[src/rtl/jtframe_vidgen.sv]
// Programmable arcade video timing generator: H/V pixel counters with
// zero-latency HS/VS/HB/VB decode, advancing only on pxl_cen.
module jtframe_vidgen #(
   parameter int HLEN     = 396,
   parameter int VLEN     = 262,
   parameter int HB_START = 256,
   parameter int HB_END   = 0,
   parameter int HS_START = 296,
   parameter int HS_END   = 328,
   parameter int VB_START = 240,
   parameter int VB_END   = 16,
   parameter int VS_START = 250,
   parameter int VS_END   = 253,
   parameter int CW       = 9
) (
   input  logic          clk,
   input  logic          rst,
   input  logic          pxl_cen,
   output logic [CW-1:0] H,
   output logic [CW-1:0] V,
   output logic          HS,
   output logic          VS,
   output logic          HB,
   output logic          VB,
   output logic          LHBL,
   output logic          LVBL,
   output logic          frame_start
);
   localparam logic [CW-1:0] H_LAST  = CW'(HLEN - 1);
   localparam logic [CW-1:0] V_LAST  = CW'(VLEN - 1);
   localparam logic [CW-1:0] HS_POS  = CW'(HS_START);
   localparam logic [CW-1:0] VS_ON   = CW'(VS_START);
   localparam logic [CW-1:0] VS_OFF  = CW'(VS_END);
   localparam bit            VS_USED = (VS_START != VS_END);

   // Half-open interval [s,e) that may wrap past zero; s==e is always empty.
   function automatic logic in_range(input int c, input int s, input int e);
      if (s <= e) return (s <= c) && (c < e);
      return (c >= s) || (c < e);
   endfunction

   initial begin
      if (HLEN < 2) $error("jtframe_vidgen: HLEN must be at least 2");
      if (HB_START >= HLEN || HB_END >= HLEN || HS_START >= HLEN || HS_END >= HLEN)
         $error("jtframe_vidgen: horizontal START/END must be below HLEN");
      if (VB_START >= VLEN || VB_END >= VLEN || VS_START >= VLEN || VS_END >= VLEN)
         $error("jtframe_vidgen: vertical START/END must be below VLEN");
      if ((1 << CW) < HLEN || (1 << CW) < VLEN)
         $error("jtframe_vidgen: CW too small for HLEN/VLEN");
   end

   logic [CW-1:0] h_q, h_d, v_q, v_d, h_nx, v_nx;
   logic          hs_q, hs_d, vs_q, vs_d, hb_q, hb_d, vb_q, vb_d;
   logic          frame_start_q, frame_start_d;

   always_comb begin
      // NOTE: every signal assigned here gets a default first, so no latch is inferred.
      h_nx          = (h_q == H_LAST) ? '0 : h_q + 1'b1;
      v_nx          = v_q;
      h_d           = h_q;
      v_d           = v_q;
      hs_d          = hs_q;
      vs_d          = vs_q;
      hb_d          = hb_q;
      vb_d          = vb_q;
      frame_start_d = 1'b0;
      if (h_q == H_LAST) v_nx = (v_q == V_LAST) ? '0 : v_q + 1'b1;
      if (pxl_cen) begin
         h_d  = h_nx;
         v_d  = v_nx;
         // Decode the position being entered so outputs line up with H/V.
         hb_d = in_range(int'(h_nx), HB_START, HB_END);
         hs_d = in_range(int'(h_nx), HS_START, HS_END);
         vb_d = in_range(int'(v_nx), VB_START, VB_END);
         if (h_nx == HS_POS && v_nx == VS_ON && VS_USED) vs_d = 1'b1;
         else if (h_nx == HS_POS && v_nx == VS_OFF)      vs_d = 1'b0;
         frame_start_d = (h_nx == '0) && (v_nx == '0);
      end
   end

   always_ff @(posedge clk) begin
      // NOTE: sequential state uses non-blocking assignments so every flop samples pre-edge values.
      if (rst) begin
         h_q           <= '0;
         v_q           <= '0;
         hs_q          <= in_range(0, HS_START, HS_END);
         vs_q          <= 1'b0;
         hb_q          <= in_range(0, HB_START, HB_END);
         vb_q          <= in_range(0, VB_START, VB_END);
         frame_start_q <= 1'b0;
      end else begin
         h_q           <= h_d;
         v_q           <= v_d;
         hs_q          <= hs_d;
         vs_q          <= vs_d;
         hb_q          <= hb_d;
         vb_q          <= vb_d;
         frame_start_q <= frame_start_d;
      end
   end

   assign H           = h_q;
   assign V           = v_q;
   assign HS          = hs_q;
   assign VS          = vs_q;
   assign HB          = hb_q;
   assign VB          = vb_q;
   assign LHBL        = ~hb_q;
   assign LVBL        = ~vb_q;
   assign frame_start = frame_start_q;
endmodule
[config.mk]
export PLATFORM = sky130hd
export DESIGN_NAME = jtframe_vidgen
export DESIGN_NICKNAME = d
export VERILOG_FILES = /design/src/rtl/jtframe_vidgen.sv
export SDC_FILE = /design/constraint.sdc
export NUM_CORES = 1
export LEC_CHECK = 0
export ABC_AREA = 1
export BUFFER_PORTS_ARGS = -buffer_cell sky130_fd_sc_hd__buf_2
export CORE_ASPECT_RATIO = 0.5
export CORE_MARGIN = 1.5
export CORE_UTILIZATION = 35
export CTS_CLUSTER_SIZE = 16
export DETAILED_ROUTE_END_ITERATION = 6
export PLACE_DENSITY = 0.54
export SLEW_MARGIN = 20
export SYNTH_ARGS = -nofsm -noshare
export SYNTH_HDL_FRONTEND = slang
export SYNTH_SLANG_ARGS = --single-unit
export TNS_END_PERCENT = 1
[constraint.sdc]
create_clock -name clk -period 2.05 [get_ports clk]
set_input_delay 0.1025 -clock clk [delete_from_list [all_inputs] [get_ports clk]]
set_output_delay 0.1025 -clock clk [all_outputs]
set_load 0.01 [all_outputs]
Word level (Yosys, flattened, before mapping)

Cells that the tools add are included.

Bits of input ports: 3
Bits in registers: 23

Order comparisons: 6
Bitwise gates (word level): 3
Reductions and logical operators: 11
Equal/unequal tests: 5
Muxes and demuxes: 7
Add/subtract/negate cells: 2

Operators by type and width:

| kind                  | count |
|---|---|
| $eq A9 B9 Y1 const B  | 3 |
| $mux W9               | 3 |
| $add A9 B1 Y9 const B | 2 |
| $eq A9 B8 Y1 const B  | 2 |
| $ge A9 B9 Y1 const B  | 2 |
| $logic_not A9 Y1      | 2 |
| $ge A9 B8 Y1 const B  | 1 |
| $le A9 B9 Y1 const A  | 1 |
| $lt A9 B5 Y1 const B  | 1 |
| $lt A9 B9 Y1 const B  | 1 |
| $logic_and A1 B1 Y1   | 4 |
| $mux W1               | 4 |
| $not A1 Y1            | 3 |
| $logic_or A1 B1 Y1    | 2 |
| $reduce_and A2 Y1     | 1 |
| $reduce_bool A2 Y1    | 1 |
| $reduce_or A2 Y1      | 1 |

Logic depth before layout (Yosys ltp)

Gate-level depths: netlist of run 1.

Depth in word-level cells: 7
Gate-level depth with buffers: 15
Depth with buffers taken out: 15

Worst setup path before layout of run 1

OpenSTA, ideal clock, no wires.

Path kind: reg2reg
Start point: register h_q[0] (netlist: H[0])
End point: register vs_q (netlist: VS)
Period minus slack after synthesis: 1816 ps
Cell stages (with the launch flop): 11
Arrival time: 1685 ps
Data required time: 1919 ps
Library setup time: 131 ps
Slack: 234 ps
Cell sequence: dfxtp_1 ha_1 nand3_2 inv_1 nand3_2 o21ai_2 nand2_1 nor2_2 nand2_1 o21bai_2 a21oi_2

Cells in the longest elaborated chain, start to end: 6
Elaborated cells between the ends (all ways): 12

RTL lines:

| item                                                 | line   | source |
|---|---|---|
| start: declaration                                   | 52     | `logic [CW-1:0] h_q, h_d, v_q, v_d, h_nx, v_nx;` |
| start signal: assignment                             | 84     | `h_q <= '0;` |
| start signal: assignment                             | 92     | `h_q <= h_d;` |
| $add A9 B1 Y9 / $eq A9 B9 Y1 (equally long branches) | 58, 67 |  |
| $mux W9 (on tied branches)                           | 58, 67 |  |
| $eq A9 B9 Y1, or another cell as far along           | 75, 76 |  |
| $logic_and A1 B1 Y1 (on tied branches)               | 75, 76 |  |
| $reduce_bool A2 Y1 (no source line)                  | --     |  |
| $reduce_and A2 Y1 (no source line)                   | --     |  |
| end signal: assignment                               | 95     | `vs_q <= vs_d;` |
| end: declaration                                     | 53     | `logic hs_q, hs_d, vs_q, vs_d, hb_q, hb_d, vb_q, vb_d;` |

Several ways; a longest one is shown, not always the timed one.
A chain may end at the register's enable or synchronous reset.

Worst setup path in the final report of run 1

Start point: register h_q[1] (netlist: H[1])
End point: register vs_q (netlist: VS)

The elaborated chain is that of the path after synthesis.

==> flow_metrics.py, run 1 <==
metrics = {
    "outcome": {
        "status": "finished, final reports clean",
    },
    "routing": {
        "ant_nets": 0,
        "via_per_inst": 4.68,
        "via_count": 1849,
        "drt-total-wl_mm": 4.71,
        "avgRoutedWirePerCell_microns": 11.9,
        "drt_iter0_markers": 23,
        "drc_errors": 0,
        "drt_pass1_iterations": 4,
    },
    "sta": {
        "fin_crit_sh": 0.912,
        "max_freq_mhz": 535,
        "setup_violations": 0,
        "finalSetupTns_ns": 0,
        "hold_violations": 0,
        "setup_slack_ns": 0.180,
        "final_max_slew_viol_count": 0,
        "skew_ns": 0.00495,
        "slew_headroom": 0.766,
        "min_period_ns": 1.87,
        "hold_slack_ns": 0.166,
        "rsz0062_at_grt": "false",
        "worst_pin_slew_ns": 0.350,
    },
    "floorplanning": {
        "io_pins": 28,
        "die_x_microns": 103,
        "fp.dieArea_sq_um": 5420,
        "dieHeight_microns": 52.8,
        "initial_utilization": 0.380,
        "rows": 17,
        "core-area_sq_um": 4570,
    },
    "hold_path": {
        "hp-class": "input port to register",
        "min-delay-start": "rst",
    },
    "clocking": {
        "clock-sinks": 22,
        "clkTransAtPathRegs_ns": 0.09,
        "h-tree-depth": 1,
        "holdBufCountCts": 0,
        "postCtsSetupBuffers": 0,
        "cts_buffers": 3,
        "cts_resized": 0,
        "cts_buffer_depth": 2,
        "root_buffer": "clkbuf_8",
        "cts_tree": "built",
        "clk_latency_ns": 0.27,
    },
    "cells_and_area": {
        "drive_gt1_frac": 0.237,
        "fin_cells": 395,
        "nFillCells": 505,
        "nets": 337,
        "area_growth_pct": 20.7,
        "diodes": 0,
    },
    "logic_synthesis": {
        "ys_seq_area_frac": 0.254,
        "synth-seq-cells": 22,
        "synth.avg_cell_area_sq_um": 5.87,
        "ys_types": 29,
        "syn-cell-area_sq_um": 1740,
        "syn-num-nets": 303,
        "syn_inst": 296,
        "ys_warn_count": 0,
    },
    "global_route": {
        "antenna_found_initial": 0,
        "grt_max_degree": 16,
        "grt_pass1_vias": 1691,
        "grt_first_pass_wirelength_mm": 7.90,
        "track_usage": 0.191,
        "grt_overflow_total": 0,
    },
    "power_and_ir_drop": {
        "power_mw": 1.15,
        "leakagePower_nw": 1.05,
        "p_per_area_nw_per_um2": 551,
        "ir_drop_mv": 0.348,
    },
    "place": {
        "place_inst": 391,
        "dp_slack_ns": 0.0301,
        "io_buffers": 27,
        "gp_congestion": 0.827,
        "place_hpwl_mm": 3.69,
    },
    "job": {
        "max_cap_violations": 0,
    },
    "critical_path": {
        "critPathKind": "register to register",
        "reg2reg_slack_ns": 0.18,
        "cp_data_required_time_ns": 2.21,
        "cp-end-kind": "register",
        "r2r-start": "H[1]$_SDFFE_PP0P_",
        "crit_arrival_ns": 2.03,
        "r2r-end": "VS$_SDFFE_PP0P_",
        "crit_end": "VS$_SDFFE_PP0P_",
        "critPathLaunchType": "register",
        "crit_fanout": 8,
        "crit_start": "H[1]$_SDFFE_PP0P_",
        "ff2ff_path_depth": 10,
    },
}
## worst min-delay path by stage
stage / endpoint / cells after the start
finish: VS$_SDFFE_PP0P_ / 2
detailed placement: HS$_SDFFE_PP0P_ / 2
CTS: VS$_SDFFE_PP0P_ / 2
floorplan: V[1]$_SDFFE_PP0P_ / 3
global placement: HS$_SDFFE_PP0P_ / 2
global route: VS$_SDFFE_PP0P_ / 2
## through the flow
stage | util | area [sq um]
5_1_grt | 0.459 | 2100
2_1_floorplan | - | 1740
6_report | 0.459 | 2100
4_1_cts | 0.450 | 2060
3_3_place_gp | 0.434 | 1990
3_5_place_dp | 0.434 | 1990
## state kept, by name, indices dropped and copies added, names as in the netlist
name         cells
H                9
V                9
HS               1
VB               1
VS               1
frame_start      1
## critical path: stages, from the launching register on
cell      delay (ns)
dfxtp_1         0.42
ha_4            0.20
nand3_2         0.13
inv_1           0.13
nand3_4         0.16
o21ai_4         0.23
nand2_1         0.09
nor2_2          0.13
nand2_1         0.08
o21bai_2        0.12
a21oi_2         0.06
## area by class of cell
cell class	count	area, sq um	area share
well taps	66	82.6	0.0394
flip-flops and latches	22	443	0.211
repair buffers	37	210	0.100
multi-input cells	216	1100	0.526
clock buffers	3	41.3	0.0197
clock inverters	1	30.0	0.0143
inverters	50	188	0.0895
## metal layers
metal / part of all wire / vias up / routed length (microns) / GRT usage
li1: - / 982 / - / -
met3: 0.030 / 2 / 141 / 0.0360
met2: 0.41 / 27 / 1930 / 0.294
met1: 0.56 / 838 / 2620 / 0.277
met4: 0.0040 / 0 / 19 / 0.0388
met5: 0 / - / 0 / 0
## power breakdown
group,total (mW),switching (mW),internal [mW]
Sequential,0.494,0.0416,0.452
Combinational,0.233,0.145,0.0886
Clock,0.427,0.166,0.261
## synthesized netlist by cell type
cell,instances,share of area
nand3_2,4,0.023
nand2_2,5,0.018
nor3_2,1,0.0058
a21oi_2,1,0.0050
xor2_1,2,0.010
and2_1,2,0.0072
nand2_1,82,0.18
nor2_1,37,0.080
o21bai_2,1,0.0065
nor2_2,7,0.025
nand4_1,4,0.014
dfxtp_1,22,0.25
clkbuf_1,4,0.0086
clkinv_1,1,0.0022
or2_2,1,0.0036
o21ai_2,1,0.0050
a211oi_1,1,0.0043
xnor2_1,1,0.0050
buf_2,1,0.0029
o21ai_1,1,0.0029
inv_1,41,0.089
o21ai_0,17,0.049
ha_1,4,0.029
buf_4,3,0.013
o211ai_1,1,0.0043
a21oi_1,17,0.049
inv_2,8,0.017
nand3_1,22,0.063
nor2_4,4,0.026
## logic make-up after synthesis
group                      synth area share
AOI/OAI and AO/OA                     0.126
xor gates and xnor gates             0.0151
adders and majority gates            0.0288
buffers and inverters                 0.133
DFF                                   0.254
and+or+nand+nor                       0.444
## cells in the final DEF (no fill, tap or decap), types with 2 or more instances in the layout
| master | Yosys | final |
|---|---|---|
| ha_1 | 4 | 3 |
| nand4_1 | 4 | 4 |
| nor2_4 | 4 | 4 |
| clkbuf_8 | 0 | 3 |
| nand3_1 | 22 | 22 |
| nand3_2 | 4 | 3 |
| and2_1 | 2 | 2 |
| nand2_1 | 82 | 82 |
| a21oi_1 | 17 | 17 |
| nor2_1 | 37 | 36 |
| o21ai_0 | 17 | 17 |
| xor2_1 | 2 | 2 |
| buf_2 | 1 | 27 |
| inv_2 | 8 | 8 |
| inv_1 | 41 | 41 |
| nand2_2 | 5 | 5 |
| dfxtp_2 | 0 | 2 |
| dfxtp_1 | 22 | 20 |
| buf_4 | 3 | 10 |
| nor2_2 | 7 | 8 |
No activity file was read; power rests on OpenSTA's default activity.
==> inputs of run 2 (changes only) <==
==> constraint.sdc (replaced) <==
create_clock -name clk -period 2.05 [get_ports clk]
set_input_delay 0.1025 -clock clk [delete_from_list [all_inputs] [get_ports clk]]
set_output_delay 0.1025 -clock clk [all_outputs]
set_load 0.05 [all_outputs]
==> flow_metrics.py, run 2 (synthesized netlist as in run 1, its figures left out) <==
metrics = {
    "routing": {
        "drc_errors": 0,
        "drt_pass1_iterations": 4,
        "via_per_inst": 4.72,
        "ant_nets": 0,
        "drt_iter0_markers": 57,
        "avgRoutedWirePerCell_microns": 11.9,
        "drt-total-wl_mm": 4.65,
        "via_count": 1845,
    },
    "clocking": {
        "cts_tree": "built",
        "clk_latency_ns": 0.27,
        "h-tree-depth": 1,
        "postCtsSetupBuffers": 0,
        "clkTransAtPathRegs_ns": 0.09,
        "clock-sinks": 22,
        "root_buffer": "clkbuf_8",
        "cts_buffers": 3,
        "cts_buffer_depth": 2,
    },
    "outcome": {
        "status": "finished, final reports clean",
    },
    "sta": {
        "rsz0062_at_grt": "false",
        "skew_ns": 0.00153,
        "slew_headroom": 0.725,
        "hold_violations": 0,
        "setup_violations": 0,
        "fin_crit_sh": 0.886,
        "final_max_slew_viol_count": 0,
        "min_period_ns": 1.82,
        "max_freq_mhz": 551,
        "worst_pin_slew_ns": 0.412,
        "setup_slack_ns": 0.234,
        "finalSetupTns_ns": 0,
    },
    "global_route": {
        "antenna_found_initial": 0,
        "grt_first_pass_wirelength_mm": 7.69,
        "grt_max_degree": 25,
        "grt_overflow_total": 0,
        "grt_pass1_vias": 1645,
        "track_usage": 0.188,
    },
    "cells_and_area": {
        "final_cell_mix": "82 x nand2_1, 41 x inv_1, 37 x nor2_1",
        "diodes": 0,
        "fin_cells": 391,
        "nets": 333,
        "drive_gt1_frac": 0.231,
        "nFillCells": 507,
        "mostFrequentLayoutCell": "nand2_1",
        "area_growth_pct": 18.1,
    },
    "critical_path": {
        "r2r-start": "H[0]$_SDFFE_PP0P_",
        "cp_data_required_time_ns": 2.21,
        "critPathKind": "register to register",
        "crit_start": "H[0]$_SDFFE_PP0P_",
        "crit_arrival_ns": 1.97,
        "crit_fanout": 8,
        "ff2ff_path_depth": 10,
        "critPathLaunchType": "register",
        "cp-end-kind": "register",
        "crit_end": "VS$_SDFFE_PP0P_",
        "reg2reg_slack_ns": 0.23,
        "r2r-end": "VS$_SDFFE_PP0P_",
    },
    "hold_path": {
        "hp-class": "input port to register",
    },
    "job": {
        "max_cap_violations": 0,
    },
    "floorplanning": {
        "initial_utilization": 0.380,
        "dieHeight_microns": 52.8,
        "io_pins": 28,
        "rows": 17,
        "die_x_microns": 103,
        "fp.dieArea_sq_um": 5420,
        "core-area_sq_um": 4570,
    },
    "power_and_ir_drop": {
        "power_mw": 1.13,
        "ir_drop_mv": 0.280,
        "leakagePower_nw": 1.02,
        "p_per_area_nw_per_um2": 553,
    },
    "place": {
        "place_hpwl_mm": 3.68,
        "place_inst": 387,
        "io_buffers": 27,
        "dp_slack_ns": 0.0610,
        "gp_congestion": 0.841,
    },
}
[run 2: changes by cell type in the layout (fill, tap and decap cells not counted)]
| cell | delta |
|---|---|
| nor2_1 | +1 |
| bufinv_16 | -1 |
| dfxtp_1 | -2 |
| buf_4 | -4 |
| clkbuf_8 | +1 |
| dfxtp_2 | +2 |
| nor2_2 | -1 |
[run 2: how the worst min path moves through the flow]
stage / startpoint / endpoint / cells after the start
after floorplan: rst / V[1]$_SDFFE_PP0P_ / 3
after global placement: HS$_SDFFE_PP0P_ / HS$_SDFFE_PP0P_ / 2
after detailed placement: HS$_SDFFE_PP0P_ / HS$_SDFFE_PP0P_ / 2
after CTS: rst / VS$_SDFFE_PP0P_ / 2
after global routing: rst / VS$_SDFFE_PP0P_ / 2
final: rst / VS$_SDFFE_PP0P_ / 2
[run 2: final cells by class]
type                    count  area, sq um  area share
clock buffers               4         55.1      0.0268
multi-input cells         216         1100       0.536
inverters                  50          188      0.0915
repair buffers             33          180      0.0879
flip-flops and latches     22          445       0.217
well taps                  66         82.6      0.0403
[run 2: critical path: stages (launching register included)]
cell,delay (ns)
dfxtp_2,0.41
ha_4,0.19
nand3_2,0.13
inv_1,0.12
nand3_4,0.15
o21ai_4,0.23
nand2_1,0.09
nor2_2,0.12
nand2_1,0.08
o21bai_2,0.12
a21oi_2,0.06
[run 2: where the power goes]
part           switching, mW  internal, mW  total (mW)
combinational          0.229        0.0832       0.312
sequential            0.0426         0.453       0.495
clock                  0.155         0.172       0.326
[run 2: layer usage]
metal	track usage	vias up	wire, microns
li1	-	981	-
met1	0.265	816	2570
met2	0.292	44	1880
met3	0.0373	4	156
met4	0.0457	0	38
met5	0	-	0
[run 2: timing repair]
item                       CTS  global route
hold buffers                 0             0
setup endpoints to repair    0             4
gates resized for setup      0             6
[run 2: through the flow]
stage	util	instance area, sq um	hold WS [ns]
floorplan	-	1740	0.259
global placement	0.429	1960	0.451
detailed placement	0.429	1960	0.453
CTS	0.441	2020	0.174
global route	0.448	2050	0.193
finish	0.448	2050	0.176
